File: config.mk
export PLATFORM = sky130hd
export DESIGN_NAME = ws_pe_row_stream
export DESIGN_NICKNAME = d
export VERILOG_FILES = /design/src/rtl/ws_pe_row_stream.sv
export SDC_FILE = /design/constraint.sdc
export NUM_CORES = 2
export LEC_CHECK = 0
export BUFFER_PORTS_ARGS = -buffer_cell sky130_fd_sc_hd__buf_2
export CAP_MARGIN = 20
export CORE_ASPECT_RATIO = 1.25
export CORE_MARGIN = 1.5
export CORE_UTILIZATION = 35
export DETAILED_ROUTE_END_ITERATION = 10
export GPL_ROUTABILITY_DRIVEN = 0
export PLACE_DENSITY = 0.61
export SLEW_MARGIN = 20
export SYNTH_ARGS = -nofsm -noshare
export SYNTH_HDL_FRONTEND = slang
export SYNTH_SLANG_ARGS = --single-unit
File: constraint.sdc
create_clock -name clk -period 21.7 [get_ports clk]
set_input_delay 4.34 -clock clk [delete_from_list [all_inputs] [get_ports clk]]
set_output_delay 4.34 -clock clk [all_outputs]
set_load 0.05 [all_outputs]
File: src/rtl/ws_pe_row_stream.sv
// rtl/ws_pe_row_stream.sv - weight-stationary systolic row of COLS signed MAC PEs
//
// Purpose: one row of a weight-stationary systolic array. Weights are loaded
// through a handshaked shift chain (first word ends in PE COLS-1, last word in
// PE 0). Once loaded, fmap words stream left to right, one PE per cycle, and
// each PE adds fmap*weight to the partial sum entering its column.
//
// Ports:
//   clk, rst        clock (rising edge), synchronous active-high reset
//   w_valid/w_ready weight handshake, w_data signed weight word
//   fmap_valid/fmap_ready fmap handshake, fmap_in signed fmap word
//   psum_in         COLS packed partial sums, column j at [j*ACC_W +: ACC_W]
//   fmap_out/fmap_valid_out fmap leaving PE COLS-1
//   psum_out/psum_valid_out registered column results and per-column valids
//   weights_loaded  row is in the READY state
//   ovf             sticky saturation/overflow flag
module ws_pe_row_stream #(
  parameter int IN_W  = 16,
  parameter int ACC_W = 32,
  parameter int COLS  = 4,
  parameter int SAT   = 1
) (
  input  logic                   clk,
  input  logic                   rst,
  input  logic                   w_valid,
  input  logic [IN_W-1:0]        w_data,
  output logic                   w_ready,
  input  logic                   fmap_valid,
  input  logic [IN_W-1:0]        fmap_in,
  output logic                   fmap_ready,
  input  logic [COLS*ACC_W-1:0]  psum_in,
  output logic [IN_W-1:0]        fmap_out,
  output logic                   fmap_valid_out,
  output logic [COLS*ACC_W-1:0]  psum_out,
  output logic [COLS-1:0]        psum_valid_out,
  output logic                   weights_loaded,
  output logic                   ovf
);

  typedef enum logic [1:0] {
    S_EMPTY = 2'd0,
    S_LOAD  = 2'd1,
    S_READY = 2'd2
  } state_e;

  localparam int CNT_W = $clog2(COLS + 1);

  localparam logic signed [ACC_W-1:0] ACC_MAX = {1'b0, {(ACC_W-1){1'b1}}};
  localparam logic signed [ACC_W-1:0] ACC_MIN = {1'b1, {(ACC_W-1){1'b0}}};

  state_e                   state_q, state_d;
  logic [CNT_W-1:0]         cnt_q, cnt_d;
  logic signed [IN_W-1:0]   w_q [COLS];
  logic signed [IN_W-1:0]   f_q [COLS];
  logic signed [ACC_W-1:0]  p_q [COLS];
  logic [COLS-1:0]          v_q;
  logic                     ovf_q, ovf_d;

  logic                     w_hs;
  logic                     fmap_hs;
  logic signed [IN_W-1:0]   in_f  [COLS];
  logic [COLS-1:0]          in_v;
  logic signed [2*IN_W-1:0] prod  [COLS];
  logic signed [ACC_W:0]    sum   [COLS];
  logic signed [ACC_W-1:0]  p_d   [COLS];
  logic [COLS-1:0]          ovf_hit;

  // Load/compute FSM. In READY a reload is only allowed once the pipeline has
  // drained and no fmap is being offered, so an fmap always wins a collision.
  always_comb begin
    state_d    = state_q;
    cnt_d      = cnt_q;
    w_ready    = 1'b0;
    fmap_ready = 1'b0;
    case (state_q)
      S_EMPTY: begin
        w_ready = 1'b1;
      end
      S_LOAD: begin
        w_ready = 1'b1;
      end
      S_READY: begin
        fmap_ready = 1'b1;
        w_ready    = (v_q == '0) && !fmap_valid;
      end
      default: begin
        w_ready = 1'b0;
      end
    endcase

    w_hs    = w_valid && w_ready;
    fmap_hs = fmap_valid && fmap_ready;

    if (w_hs) begin
      if (state_q == S_LOAD) begin
        cnt_d = cnt_q + CNT_W'(1);
        if (cnt_q == CNT_W'(COLS - 1)) begin
          state_d = S_READY;
        end
      end else begin
        // First word of a fresh load; a one-PE row is full immediately.
        cnt_d   = CNT_W'(1);
        state_d = (COLS == 1) ? S_READY : S_LOAD;
      end
    end
  end

  // PE datapath: sums are formed one bit wider than ACC_W so overflow is
  // visible as a mismatch between the top two bits.
  always_comb begin
    ovf_hit = '0;
    in_v    = '0;
    for (int j = 0; j < COLS; j++) begin
      in_f[j] = '0;
      prod[j] = '0;
      sum[j]  = '0;
      p_d[j]  = '0;
    end

    in_f[0] = fmap_in;
    in_v[0] = fmap_hs;
    for (int j = 1; j < COLS; j++) begin
      in_f[j] = f_q[j-1];
      in_v[j] = v_q[j-1];
    end

    for (int j = 0; j < COLS; j++) begin
      prod[j] = in_f[j] * w_q[j];
      sum[j]  = $signed({psum_in[j*ACC_W+ACC_W-1], psum_in[j*ACC_W +: ACC_W]})
              + $signed({{(ACC_W+1-2*IN_W){prod[j][2*IN_W-1]}}, prod[j]});
      if (sum[j][ACC_W] != sum[j][ACC_W-1]) begin
        ovf_hit[j] = in_v[j];
        if (SAT != 0) begin
          p_d[j] = sum[j][ACC_W] ? ACC_MIN : ACC_MAX;
        end else begin
          p_d[j] = sum[j][ACC_W-1:0];
        end
      end else begin
        p_d[j] = sum[j][ACC_W-1:0];
      end
    end

    ovf_d = ovf_q | (|ovf_hit);
  end

  always_ff @(posedge clk) begin
    if (rst) begin
      state_q <= S_EMPTY;
      cnt_q   <= '0;
      v_q     <= '0;
      ovf_q   <= 1'b0;
      for (int j = 0; j < COLS; j++) begin
        w_q[j] <= '0;
        f_q[j] <= '0;
        p_q[j] <= '0;
      end
    end else begin
      state_q <= state_d;
      cnt_q   <= cnt_d;
      v_q     <= in_v;
      ovf_q   <= ovf_d;
      if (w_hs) begin
        w_q[0] <= w_data;
        for (int j = 1; j < COLS; j++) begin
          w_q[j] <= w_q[j-1];
        end
      end
      for (int j = 0; j < COLS; j++) begin
        if (in_v[j]) begin
          f_q[j] <= in_f[j];
          p_q[j] <= p_d[j];
        end
      end
    end
  end

  always_comb begin
    psum_out = '0;
    for (int j = 0; j < COLS; j++) begin
      psum_out[j*ACC_W +: ACC_W] = p_q[j];
    end
  end

  assign psum_valid_out = v_q;
  assign fmap_out       = f_q[COLS-1];
  assign fmap_valid_out = v_q[COLS-1];
  assign weights_loaded = (state_q == S_READY);
  assign ovf            = ovf_q;

endmodule
# After elaboration in Yosys (flattened, before gate mapping)
# Memories as Yosys holds them, arrays and structs flattened.
# Index checks and enable logic that the tools add are counted.
totals:
  reg_bits: 10
  ram_bits: 256
  inputBits: 164
  out_inout_bits: 153
  memories: 3
classes:
  add_sub_neg: 5
  multipliers: 4
  n_eq_ne: 8
  n_mux: 46
  n_bitwise: 13
  n_reduce_logical: 9
memory_table:
  columns: ["memory", "words", "width", "rd", "rd_clocked_by_memory_dff", "write_ports", "line_no", "text"]
  rows:
  - ["p_q", 4, 32, 4, 0, 4, "55", "logic signed [ACC_W-1:0] p_q [COLS];"]
  - ["f_q", 4, 16, 4, 0, 4, "54", "logic signed [IN_W-1:0] f_q [COLS];"]
  - ["w_q", 4, 16, 4, 0, 4, "53", "logic signed [IN_W-1:0] w_q [COLS];"]
ops:
  columns: ["op", "count"]
  rows:
  - ["2-to-1 mux 32 bit", 12]
  - ["adder 32 x 32 -> 33 bit", 4]
  - ["multiplier 16 x 16 -> 32 bit", 4]
  - ["2-to-1 mux 16 bit", 8]
  - ["2-to-1 mux 1 bit", 22]
  - ["OR 1 bit", 13]
  - ["zero test 4 bit", 1]
  - ["2-to-1 mux 2 bit", 2]
  - ["inequality test 1 bit", 4]
  - ["OR reduction 4 bit", 1]
  - ["adder 3 x 1 -> 3 bit, second input constant", 1]
  - ["== test 3 x 2 -> 1 bit, second input constant", 1]
  - ["logical AND 1 bit", 3]
  - ["2-to-1 mux 3 bit", 1]
  - ["== test 2 x 1 -> 1 bit, second input constant", 1]
  - ["== test 2 bit, second input constant", 1]
  - ["zero test 2 bit", 1]
  - ["inequality test 2 x 1 -> 1 bit, second input constant", 1]
  - ["one-hot mux 1 bit (2 select lines)", 1]
  - ["AND reduction 2 bit", 1]
  - ["OR reduction 2 bit", 1]
  - ["zero test 1 bit", 1]

# Depth between registers and ports, before layout
logic_depth:
  word_depth: 8
  mapped_depth: 27
  ltp_nobuf: 24

# Worst setup path before layout
# OpenSTA, ideal clock, no wires.
synth_timing:
  path_type: "input to register"
  startpoint: "in fmap_in[15]"
  endpoint: "mem p_q[0][19] (data pin)"
  setup_time_ns: 0.142
  t_arrival_ns: 10.688
  setup_slack_ns: 10.871
  stages: 25
  path_buffers: 2
  path_cell_list: "clkbuf_1 nand2_1 inv_1 fa_1 inv_1 fa_1 inv_1 fa_1 fa_1 fa_1 inv_1 fa_1 inv_1 ha_1 and4_1 and3_1 a221oi_1 nand2_1 o2111ai_1 a31oi_1 or3b_4 and2_4 a21o_1 buf_6 o21ai_2"
synth_lines:
  columns: ["item", "line_no", "text"]
  rows:
  - ["from (decl)", "29", "input logic [IN_W-1:0] fmap_in,"]
  - ["to (decl)", "55", null]

# Worst setup path after layout
layout_timing:
  startpoint: "in fmap_in[15]"
  endpoint: "reg ovf_q (netlist: ovf)"
layout_between:
  elab_chain_len: 6
layout_rtl:
  columns: ["item", "line_no", "text"]
  rows:
  - ["multiplier 16 x 16 -> 32 bit", "128", "prod[j] = in_f[j] * w_q[j];"]
  - ["adder 32 x 32 -> 33 bit", "130", "+ $signed({{(ACC_W+1-2*IN_W){prod[j][2*IN_W-1]}}, prod[j]});"]
  - ["inequality test 1 bit", "131", "if (sum[j][ACC_W] != sum[j][ACC_W-1]) begin"]
  - ["2-to-1 mux 1 bit", "131", null]
  - ["OR reduction 4 bit", "143", "ovf_d = ovf_q | (|ovf_hit);"]
  - ["OR 1 bit", "143", null]
  - ["to (signal assigned)", "161", "ovf_q <= ovf_d;"]
  - ["to (decl)", "57", "logic ovf_q, ovf_d;"]
# No other way between the ends.
# A chain may end at the register's enable or synchronous reset.

==> flow_summary.json <==
{
  "status": "finished, final reports clean",
  "startpoint_type": "input pin",
  "syn_inst": 5440,
  "final_layout_size_suffix_gt1_frac": 0.0791,
  "ys.warnings.count": 0,
  "period_share": 0.515,
  "dpl.hpwl_mm": 117,
  "top_layer": "met5",
  "power_uw": 8170,
  "setup_violations": 0,
  "yosysUniqueCellTypes": 72,
  "clk_pin_slew_worst_paths_ps": 60,
  "die-height_um": 443,
  "period_minus_slack_ps": 11180,
  "synthMuxAreaShare": 0,
  "leakagePower_uw": 0.0300,
  "slowest_stage": "fa_1",
  "p_clk_frac": 0.084,
  "yosys.area.top_type_share": 0.442,
  "synth_edf_count": 256,
  "finalSetupTns_ps": 0,
  "p_int_uw": 3610,
  "dieArea_um2": 157000,
  "grt_pass1_vias": 41600,
  "clockBufferDepth": 3,
  "syn_area_um2": 54100,
  "grt_max_degree": 65,
  "holdBufCountCts": 0,
  "grt_pass1_wl_mm": 228,
  "rsz0062_at_grt": "false",
  "syn_avg_cell_area_um2": 9.95,
  "crit_path_max_incr_delay_ps": 710,
  "yosys.area_share.simple": 0.131,
  "cpMostUsedCell": "fa_1",
  "p_per_area_nw_per_um2": 138,
  "synth_top_family_by_area": "adder cells",
  "met2_length_mm": 75.0,
  "via_per_inst": 4.82,
  "cts_tree": "yes",
  "cp-end-kind": "register",
  "final_cells": 7696,
  "cts_setup_buffers": 0,
  "yosys_most_used_dff": "edfxtp_1",
  "setup_slack_ps": 10520,
  "clkLatencyLatePin_ps": 620,
  "ios": 317,
  "yosys.cell_count.top_type": "inv_1",
  "areaGrowthSynthToFinish_pct": 9.00,
  "drt_iter0_markers": 1907,
  "die_w_um": 355,
  "clkSinkCount": 266,
  "antenna_found_initial": 23,
  "max_freq_ghz": 0.0895,
  "num_rows": 161,
  "peakVddDrop_mv": 0.485,
  "crit_fanout": 17,
  "postCtsResizedCells": 0,
  "drtAntennaViolNets": 0,
  "syn-num-nets": 7206,
  "swShare": 0.558,
  "synthAdderAreaFrac": 0.536,
  "crit_family": "adder cells",
  "final_hold_viol_count": 0,
  "first_pass_iters": 5,
  "cts_buffers": 36,
  "initial_utilization": 0.352,
  "worst_pin_slew_ps": 1070,
  "clock_tree.root_cell": "clkbuf_16",
  "vias": 37100,
  "skew_ps": 25.4,
  "portBuffers": 316,
  "seqPwrFrac": 0.080,
  "hold_ws_ps": 458,
  "core_area_um2": 154000,
  "drv_cap": 0,
  "worstSetupPathType": "input pin to register",
  "dp_slack_ps": 9950,
  "grtUsageTotal": 0.189,
  "synth_compound_area_frac": 0.0517,
  "hold_class": "register to register",
  "slew_headroom": 0.290,
  "crit_buf_inv": 6,
  "cts-htree-levels": 2,
  "cp.required_ps": 22150,
  "wl_met1_mm": 53.0,
  "grt-ovfl-total": 0,
  "final_nets": 7394,
  "power_frac_comb": 0.836,
  "cp.arrival_ps": 11630,
  "drcViolationCount": 0,
  "ys_seq_elements": 266,
  "routed-wl-met3_mm": 8.68,
  "yosys-top-cells-count": "inv_1 (1405), fa_1 (1196), and2_1 (596)",
  "wl_mm": 144,
  "slew_violations": 0,
  "dp_cells": 7627,
  "ys_seq_area_frac": 0.146,
  "synth_area_leader_cell": "fa_1",
  "synth_area_leaders": "fa_1 (44%), edfxtp_1 (14%), inv_1 (9.7%)",
  "avgRoutedWirePerCell_um": 18.7,
  "synth-async-reset-ratio": 0,
  "synthXorXnorAreaFrac": 0.0238,
  "crit_chain": "buf_2 -> nand2_1 -> inv_1 -> fa_1 -> inv_1 -> fa_1 -> inv_1 -> fa_1 -> fa_1 -> fa_1 -> inv_1 -> fa_1 -> inv_1 -> ha_1 -> and4_1 -> and3_1 -> a221oi_1 -> nand2_1 -> o2111ai_1 -> a31oi_1 -> or3b_4 -> and2_4 -> xnor2_1 -> o221ai_1",
  "p_sw_uw": 4560
}
[per-layer routing]
metal | up-vias | GRT usage
met2 | 1033 | 0.347
met1 | 19200 | 0.213
met3 | 297 | 0.0329
met5 | - | 0
met4 | 24 | 0.0813
li1 | 16500 | -
[per-stage QoR]
step | cell area (um^2) | util
2_1_floorplan | 54100 | -
3_3_place_gp | 57700 | 0.375
3_5_place_dp | 57700 | 0.375
4_1_cts | 59000 | 0.384
5_1_grt | 59000 | 0.384
6_report | 59000 | 0.384
[sequential cells by signal (all words and copies together) (netlist names)]
register and cells:
p_q 128, f_q 64, w_q 64, psum_valid_out 4, cnt_q 3, state_q 2, ovf 1
[cell families (layout without fill, tap and decap cells)]
logic type	after synthesis	after routing
flip-flops	266	266
AO/OA/AOI/OAI	430	430
XOR/XNOR	146	146
AND/OR/NAND/NOR	1408	1408
other	0	5
adder cells (fa/ha/maj)	1602	1602
buffers and inverters	1588	1802
[final timing paths]
kind	start	end	slack, ps	depth (start not counted)
min	cnt_q[1]	cnt_q[1]	460	2
max reg2reg	f_q[1][15]	p_q[2][7]	13020	23
max	fmap_in[15]	ovf	10520	24
min reg2reg	cnt_q[1]	cnt_q[1]	460	2
[final cells by class]
cell class | count | area [um^2]
Inverter | 1405 | 5270
Timing Repair Buffer | 333 | 1710
Antenna cell | 5 | 12.5
Fill cell | 15300 | 94700
Clock inverter | 23 | 377
Sequential cell | 266 | 7890
Clock buffer | 41 | 950
Tap cell | 2037 | 2550
Multi-Input combinational cell | 3586 | 40200
[cell usage in the layout (no fill, tap or decap), types with 6 or more instances in the layout]
cell type  Yosys  final
o21ai_0      119    119
and2_1       596    596
o21ai_1       10      7
o21ai_2       21     24
clkbuf_16      0     36
buf_2         10    316
xor2_1        60     60
edfxtp_1     256    256
buf_4          7     17
nand3_1       17     17
inv_1       1405   1405
nand2b_1      26     24
nor2_1       125    124
dfxtp_1       10     10
a31oi_1       10     10
bufinv_16      0      7
a21o_1        54     54
o31ai_1       11     11
ha_1         406    406
a211o_1        7      7
and3_1        17     17
o31a_1         6      6
fa_1        1196   1196
nor2b_1       18     17
xnor2_1       85     85
a21oi_1       95     95
o21bai_1      11     11
nand2_1      551    551
o21a_1        23     23
nor3_1        18     18
a211oi_1      12     12
nand4_1        8      8
or2_2          6      6
[power groups by stage]
stage	Combinational, uW	Sequential (uW)	Clock, uW
6_report	6830	656	683
5_1_grt	7610	660	719
4_1_cts	6880	655	707
3_5_place_dp	6830	666	0
3_3_place_gp	6810	665	0
2_1_floorplan	4830	644	0
[worst reg2reg max path: stages (launching register included)]
cell and delay (ps):
edfxtp_1 710, nand2_1 300, inv_1 90, fa_1 730
inv_1 110, fa_1 560, inv_1 310, fa_1 510
fa_1 510, fa_1 510, inv_1 50, fa_1 480
inv_1 40, ha_1 330, nand4_1 160, inv_1 90
a221oi_1 370, nand3_1 290, a31o_2 340, a21oi_1 240
xnor2_1 310, and2_1 450, nand2_2 510, o31ai_1 410
Power figures use the tool's default switching activity.
